==> src/rtl/adc_window_average.sv <==
// adc_window_average: power-of-two windowed mean of a signed ADC stream with start/busy/done handshake
// Ports:
//   CLK        rising-edge clock
//   RST_N      synchronous active-low reset
//   START      begin or restart a window (latches LOG2_N, clamped to LOG2_MAX)
//   CONTINUOUS when high at a window end, the next window starts with no gap
//   LOG2_N     log2 of the window length
//   DATA_VALID qualifies DATA_IN; only qualified samples are counted
//   DATA_IN    signed sample
//   BUSY       high while a window is accumulating
//   DONE       one-cycle pulse; DATA_OUT updates in the same cycle
//   DATA_OUT   signed mean of the last completed window, held between windows
// Build option: define ADC_AVG_ROUND_EN to round half toward +inf instead of flooring.
module adc_window_average #(
   parameter int ADC_WIDTH = 12,
   parameter int LOG2_MAX  = 10,
   parameter int LOG2_W    = 4
) (
   input  logic                        CLK,
   input  logic                        RST_N,
   input  logic                        START,
   input  logic                        CONTINUOUS,
   input  logic [LOG2_W-1:0]           LOG2_N,
   input  logic                        DATA_VALID,
   input  logic signed [ADC_WIDTH-1:0] DATA_IN,
   output logic                        BUSY,
   output logic                        DONE,
   output logic signed [ADC_WIDTH-1:0] DATA_OUT
);
   localparam int ACC_W = ADC_WIDTH + LOG2_MAX;
   // one extra bit so 2^LOG2_MAX itself is representable in the end-of-window test
   localparam int CNT_W = LOG2_MAX + 1;
   typedef enum logic {IDLE, ACCUM} state_t;
   state_t                    state;
   logic [LOG2_W-1:0]         n_reg;
   logic [LOG2_W-1:0]         n_clamp;
   logic [CNT_W-1:0]          cnt;
   logic signed [ACC_W-1:0]   acc;
   logic signed [ACC_W-1:0]   sum;
   logic signed [ACC_W-1:0]   total;
   logic                      last;
   always_comb begin
      n_clamp = LOG2_N > LOG2_W'(LOG2_MAX) ? LOG2_W'(LOG2_MAX) : LOG2_N;
      sum     = acc + {{LOG2_MAX{DATA_IN[ADC_WIDTH-1]}}, DATA_IN};
      last    = (cnt + CNT_W'(1)) == (CNT_W'(1) << n_reg);
`ifdef ADC_AVG_ROUND_EN
      // the added half-LSB is below 2^n_reg, so the full-precision sum cannot overflow
      total   = n_reg == '0 ? sum : sum + (ACC_W'(1) << (n_reg - LOG2_W'(1)));
`else
      total   = sum;
`endif
   end
   always_ff @(posedge CLK) begin
      if (!RST_N) begin
         state    <= IDLE;
         n_reg    <= '0;
         acc      <= '0;
         cnt      <= '0;
         BUSY     <= 1'b0;
         DONE     <= 1'b0;
         DATA_OUT <= '0;
      end else begin
         DONE <= 1'b0;
         if (state == ACCUM && DATA_VALID) begin
            if (last) begin
               DONE     <= 1'b1;
               DATA_OUT <= ADC_WIDTH'(total >>> n_reg);
               acc      <= '0;
               cnt      <= '0;
               if (!CONTINUOUS) begin
                  state <= IDLE;
                  BUSY  <= 1'b0;
               end
            end else begin
               acc <= sum;
               cnt <= cnt + CNT_W'(1);
            end
         end
         // START wins over any accumulation above; a completing window still publishes first
         if (START) begin
            n_reg <= n_clamp;
            acc   <= '0;
            cnt   <= '0;
            state <= ACCUM;
            BUSY  <= 1'b1;
         end
      end
   end
endmodule

==> config.mk <==
export PLATFORM = sky130hd
export DESIGN_NAME = adc_window_average
export DESIGN_NICKNAME = d
export VERILOG_FILES = /design/src/rtl/adc_window_average.sv
export SDC_FILE = /design/constraint.sdc
export NUM_CORES = 1
export LEC_CHECK = 0
export ABC_AREA = 1
export BUFFER_PORTS_ARGS = -buffer_cell sky130_fd_sc_hd__buf_4
export CAP_MARGIN = 20
export CORE_UTILIZATION = 45
export CTS_CLUSTER_SIZE = 10
export DETAILED_ROUTE_END_ITERATION = 7
export HOLD_SLACK_MARGIN = 0.15
export SLEW_MARGIN = 10
export SYNTH_ARGS = -nofsm -noshare
export SYNTH_HDL_FRONTEND = slang
export SYNTH_SLANG_ARGS = --single-unit
==> constraint.sdc <==
create_clock -name CLK -period 3.1 [get_ports CLK]
set_input_delay 0.155 -clock CLK [delete_from_list [all_inputs] [get_ports CLK]]
set_output_delay 0.155 -clock CLK [all_outputs]
set_load 0.005 [all_outputs]
==> results of run 1 <==
layout make-up:
cell class                      count  area share (%)
Multi-Input combinational cell    621           60.67
Sequential cell                    51           20.04
Tap cell                          133           3.267
Inverter                           93           6.853
Clock buffer                        6           1.621
Timing Repair Buffer               47           7.222
Clock inverter                      2          0.3193
layout by cell type (no fill, tap or decap), types with 2 or more instances in the layout:
| cell type | synthesis | final |
|---|---|---|
| dfxtp_1 | 51 | 51 |
| nor2_1 | 57 | 57 |
| ha_1 | 22 | 22 |
| o22ai_1 | 2 | 2 |
| nand4_1 | 11 | 11 |
| a21oi_1 | 48 | 48 |
| nor2_4 | 5 | 5 |
| nand2_2 | 6 | 6 |
| nand2_1 | 271 | 271 |
| xnor2_1 | 5 | 5 |
| nand3b_1 | 4 | 4 |
| inv_2 | 5 | 5 |
| o21ai_1 | 11 | 11 |
| and2_1 | 2 | 2 |
| nor3_1 | 3 | 3 |
| o211ai_1 | 2 | 2 |
| a21oi_2 | 7 | 7 |
| o21a_1 | 2 | 2 |
| clkbuf_8 | 0 | 6 |
| xor2_1 | 12 | 12 |
| o21ai_0 | 13 | 13 |
| inv_1 | 87 | 87 |
| buf_4 | 1 | 41 |
| nand3_1 | 124 | 124 |
| dlygate4sd3_1 | 0 | 6 |
| a22oi_1 | 2 | 2 |
| nor2_2 | 5 | 5 |
per-layer routing:
metal | vias up | global-route usage (%)
met4 | 0 | 6.717
met1 | 2330 | 34.89
met2 | 96 | 47.28
met5 | - | 0
met3 | 13 | 3.186
li1 | 2602 | -
metrics by stage:
| stage | instance area [um^2] | cells | power [mW] |
|---|---|---|---|
| floorplan | 4572 | 788 | 1.049 |
| global placement | 4935 | 939 | 1.188 |
| detailed placement | 4935 | 939 | 1.191 |
| CTS | 5094 | 953 | 1.633 |
| global route | 5094 | 953 | 1.718 |
| finish | 5094 | 953 | 1.624 |
timing repair:
action / 4_1_cts / 5_1_grt
gates resized for setup: 0 / 0
setup endpoints to repair: 0 / 0
hold endpoints to repair: 5 / 0
hold buffers: 6 / 0
logic make-up after synthesis:
group           Yosys count  synth area share [%]
flops                    51                 22.33
buf+inv                 116                 10.07
simple gates            489                 46.36
compound gates           91                 11.30
xor+xnor                 17                 3.257
fa+ha+maj                23                 6.459
mux                       1                0.2189
worst max-delay path by stage:
stage             endpoint  slack (ns)
6_report       DATA_OUT[5]        0.38
5_1_grt             cnt[7]        0.06
4_1_cts        DATA_OUT[5]        0.39
3_5_place_dp   DATA_OUT[5]        0.41
3_3_place_gp   DATA_OUT[5]        0.42
2_1_floorplan  DATA_OUT[5]        0.93
report_power, final:
group / switching (mW) / internal (mW)
clock: 0.255 / 0.183
combinational: 0.319 / 0.173
sequential: 0.0167 / 0.677
worst max-delay path, cell delays in order (launching register included):
cell and delay, ns:
dfxtp_1 0.33, ha_1 0.23, fa_1 0.45, nand3_1 0.11
nand3_1 0.20, nand2_1 0.12, nand2_1 0.11, xor2_1 0.20
nand2_1 0.08, nand2_1 0.08, o21ai_0 0.24, nor2_1 0.07
nor2_1 0.12, nand3_1 0.11, nor2_1 0.12, nor2_1 0.04
==> results_dict.tcl, run 1 <==
set metrics [dict create \
    drive_gt1_share_pct 9.634 \
    cp_max_fo 4 \
    hold_violations 0 \
    yosysMostFrequentCell "nand2_1" \
    wl_met3_um 449 \
    hold_path.class "in2reg" \
    die_x_um 102.8 \
    ys_ff_latch 51 \
    cts_root_buffer "clkbuf_8" \
    rows 36 \
    met2_length_mm 6.366 \
    antenna_left 0 \
    cts_buffers 5 \
    hold_depth 3 \
    htreeDepth 2 \
    final_max_slew_viol_count 0 \
    reg_top3 "acc x22, DATA_OUT x12, cnt x11" \
    ios 35 \
    arrival_ns 2.94 \
    avgSynthCellArea_um2 5.802 \
    top_register "acc" \
    wire_per_inst_um 13.90 \
    synth.area.top_cells "dfxtp_1, nand2_1, nand3_1" \
    syn-cell-area_mm2 0.004572 \
    fin_nets 863 \
    p_leak_nw 2.516 \
    rr_worst_depth 15 \
    firstDrtPassIters 5 \
    yosys_warnings 0 \
    cts.sinks 51 \
    path_clk_slew_ns 0.11 \
    cts_buffer_depth 2 \
    ys_types 37 \
    cellPowerDensity_mw_per_mm2 318.9 \
    yosysSeqAreaShare_pct 22.33 \
    path_class "reg2reg" \
    grt_max_degree 35 \
    fin_util_pct 51.87 \
    grt_pass1_vias 4787 \
    drt_iter0_drc 259 \
    r2r-end "DATA_OUT[5]" \
    critical_path.startpoint_type "register" \
    antenna_found_initial 0 \
    hp-start "RST_N" \
    routed_wirelength_mm 13.24 \
    max_slew_margin_pct 35.81 \
    r2r_setup_slack_ns 0.38 \
    dpl.hpwl_mm 10.36 \
    tns_ns 0 \
    dr.max_layer_used "met4" \
    synth-main-ff-cell "dfxtp_1" \
    postCtsSetupBuffers 0 \
    cp.required_ns 3.32 \
    vias_per_cell 5.290 \
    routedLengthMet1_mm 6.278 \
    area_growth_pct 11.41 \
    tightest_slew_ns 0.9606 \
    coreArea_mm2 0.009819 \
    pre_cts_slack_ns 0.4089 \
    setup_violations 0 \
    syn-num-nets 832 \
    fillerInstances 1077 \
    regToRegStartpoint "acc[0]" \
    grtUsageTotal_pct 26.88 \
    die_h_um 102.8 \
    synth_top_area_share_pct 22.33 \
    whs_ns 0.1662 \
    worstSetupStartpoint "acc[0]" \
    period_share_pct 87.86 \
    io_buffers 34 \
    drc 0 \
    worstSetupEndpointType "register" \
    start_util_pct 46.56 \
    rsz0062_at_grt "false" \
    place_congestion 0.9008 \
    grt_pass1_wl_mm 22.44 \
    timing.final.ws_setup_ns 0.3762 \
    multiInputGateArea_mm2 0.003090 \
    num_vias 5041 \
    outcome "finished clean" \
    largest_reg_flops 22 \
    layout_min_cycle_time_ns 2.724 \
    synth_top_area_cell "dfxtp_1" \
    fmax_mhz 367.1 \
    diodes 0 \
    regArea_mm2 0.001021 \
    fin_worst_skew_ns 0.009675 \
    async_flop_share_pct 0 \
    min_to "DONE" \
    drv_cap 0 \
    synth-edff-count 0 \
    dieArea_mm2 0.01057 \
    cts_tree "done" \
    overflow 0 \
    yosys-top-cells-count "nand2_1, nand3_1, inv_1" \
    clock_latency_ns 0.32 \
    peakVddDrop_mv 0.1879 \
    syn_inst 788 \
]
No activity file was read; power rests on OpenSTA's default activity.
==> run 2, diff against run 1 <==
- ABC_AREA: 1 -> unset
==> results_dict.tcl, run 2 <==
set metrics [dict create \
    outcome "finished clean" \
    grt_pass1_wl_mm 24.57 \
    synthAdderAreaFrac_pct 6.201 \
    fmax_mhz 332.0 \
    setup_violations 0 \
    synthMuxAreaShare_pct 6.516 \
    cp_max_fo 4 \
    syn-num-nets 681 \
    num_vias 5061 \
    routed_wirelength_mm 15.10 \
    tightest_slew_ns 0.9153 \
    critical_path.startpoint_type "register" \
    cp.required_ns 3.31 \
    antenna_found_initial 0 \
    diodes 0 \
    max_slew_margin_pct 38.83 \
    whs_ns 0.1641 \
    drive_gt1_share_pct 22.56 \
    period_share_pct 97.17 \
    yosys_warnings 0 \
    start_util_pct 46.34 \
    rsz0062_at_grt "true" \
    yosysMostFrequentCell "nand2_1" \
    yosys-top-cells-count "nand2_1, a21oi_1, nor2_1" \
    drt_iter0_drc 236 \
    synth-xor-area-share_pct 6.148 \
    layout_min_cycle_time_ns 3.012 \
    drv_cap 0 \
    final_cell_mix "buf_4, nand2_1, a21oi_1" \
    p_leak_nw 2.241 \
    cellPowerDensity_mw_per_mm2 314.0 \
    wire_per_inst_um 18.15 \
    cts_tree "done" \
    ys_types 82 \
    grtUsageTotal_pct 27.78 \
    cts_root_buffer "clkbuf_8" \
    cts.sinks 51 \
    htreeDepth 2 \
    cts_buffer_depth 2 \
    path_class "reg2reg" \
    vias_per_cell 6.083 \
    grt_pass1_vias 4870 \
    async_flop_share_pct 0 \
    final_max_slew_viol_count 0 \
    peakVddDrop_mv 0.1856 \
    synth_compound_area_share_pct 30.48 \
    top_register "acc" \
    synth.area.top_cells "dfxtp_1, a21oi_1, nand2_1" \
    syn_inst 637 \
    worstSetupEndpointType "register" \
    grt_max_degree 29 \
    area_growth_pct 20.42 \
    io_buffers 34 \
    place_congestion 0.9584 \
    synth-edff-count 0 \
    syn-cell-area_mm2 0.004762 \
    fin_nets 739 \
    synth_top_area_share_pct 21.44 \
    die_h_um 104.9 \
    stdcell_area_mm2 0.005734 \
    hold_path.class "in2reg" \
    overflow 0 \
    path_clk_slew_ns 0.10 \
    clock_latency_ns 0.32 \
    hold_violations 0 \
    ys_ff_latch 51 \
    hp-start "RST_N" \
    worstSetupStartpoint "acc[1]" \
    synth-main-ff-cell "dfxtp_1" \
    regToRegStartpoint "acc[1]" \
    die_x_um 104.9 \
    final_common_cell "buf_4" \
    antenna_left 0 \
    synth_top_family_by_area "compound AO/OA/AOI/OAI gates" \
    ios 35 \
    avgSynthCellArea_um2 7.476 \
    fin_worst_skew_ns 0.009029 \
    placed_cell_area_mm2 0.005443 \
    largest_reg_flops 22 \
    yosysSeqAreaShare_pct 21.44 \
    tns_ns 0 \
    reg_top3 "acc x22, DATA_OUT x12, cnt x11" \
    drc 0 \
    rows 37 \
    cts_buffers 5 \
    synth_top_area_cell "dfxtp_1" \
    coreArea_mm2 0.01028 \
    yosys.area_share.simple_pct 23.99 \
    dpl.hpwl_mm 11.39 \
    firstDrtPassIters 5 \
    dieArea_mm2 0.01100 \
    arrival_ns 3.22 \
]
run 2: cell count changes in the layout (fill, tap and decap cells not counted), moves of 8 or more:
| cell | before | now |
|---|---|---|
| a21o_1 | 0 | 8 |
| mux2i_1 | 1 | 10 |
| a21oi_1 | 48 | 62 |
| nand3_1 | 124 | 33 |
| inv_1 | 87 | 6 |
| buf_4 | 41 | 95 |
| o21ai_0 | 13 | 25 |
| xnor2_1 | 5 | 15 |
| a22oi_1 | 2 | 11 |
| nor3_1 | 3 | 11 |
| o211ai_1 | 2 | 11 |
| nand2_1 | 271 | 77 |
run 2: cell families (layout without fill, tap and decap cells):
| logic type | count (synthesis) | count (layout) |
|---|---|---|
| AO/OA/AOI/OAI | 212 | 212 |
| flip-flops | 51 | 51 |
| XOR/XNOR | 31 | 31 |
| adder cells (fa/ha/maj) | 23 | 23 |
| AND/OR/NAND/NOR | 236 | 236 |
| buffers and inverters | 59 | 118 |
| multiplexers | 25 | 25 |
run 2: repair_timing:
item / CTS / global route
endpoints found under the hold margin: 5 / 0
buffers inserted: 0 / 1
hold buffers: 5 / 0
resized for setup: 4 / 23
setup endpoints to repair: 3 / 13
pin swaps: 4 / 8
run 2: path summary, 6_finish.rpt:
| check | end | slack, ns | cells after the start |
|---|---|---|---|
| worst max register to register | DATA_OUT[8] | 0.09 | 10 |
| worst min register to register | acc[8] | 0.46 | 2 |
| worst max-delay path | DATA_OUT[8] | 0.09 | 10 |
| worst min-delay path | DATA_OUT[7] | 0.16 | 3 |
run 2: final cells by class:
cell class	count	area, um^2
Clock buffer	5	68.82
Clock inverter	3	43.79
Fill cell	993	4543
Inverter	9	33.78
Multi-Input combinational cell	527	3610
Sequential cell	51	1025
Tap cell	136	170.2
Timing Repair Buffer	101	783.3
run 2: per-stage QoR:
stage | utilization, % | std cells | power (mW) | worst slack (ns)
detailed placement | 52.96 | 818 | 1.288 | -0.02139
global route | 55.79 | 832 | 1.891 | -0.05149
floorplan | - | 637 | 1.074 | 0.01596
global placement | 52.96 | 818 | 1.286 | 0.02496
finish | 55.79 | 832 | 1.800 | 0.08781
CTS | 54.77 | 831 | 1.793 | 0.008191
run 2: worst max-delay path, stage by stage, from the launching register on:
cell and delay, ns:
dfxtp_2 0.35, ha_1 0.29, a211o_1 0.32, a221oi_4 0.31, nor3_2 0.11, or4_1 0.49, nand3_1 0.12, nand2_1 0.09
mux4_2 0.51, a221oi_2 0.23, a21oi_1 0.09
run 2: per-layer routing:
metal	track usage (%)	routed length [um]
met3	4.367	985
met5	0	0
met1	38.62	7091
met2	43.66	6705
met4	9.256	319
run 2: where the power goes:
group          switching (mW)  internal [mW]  leakage, nW
Combinational           0.362          0.259         1.77
Clock                   0.250          0.241       0.0581
Sequential             0.0165          0.673        0.415
Total                   0.628           1.17         2.24
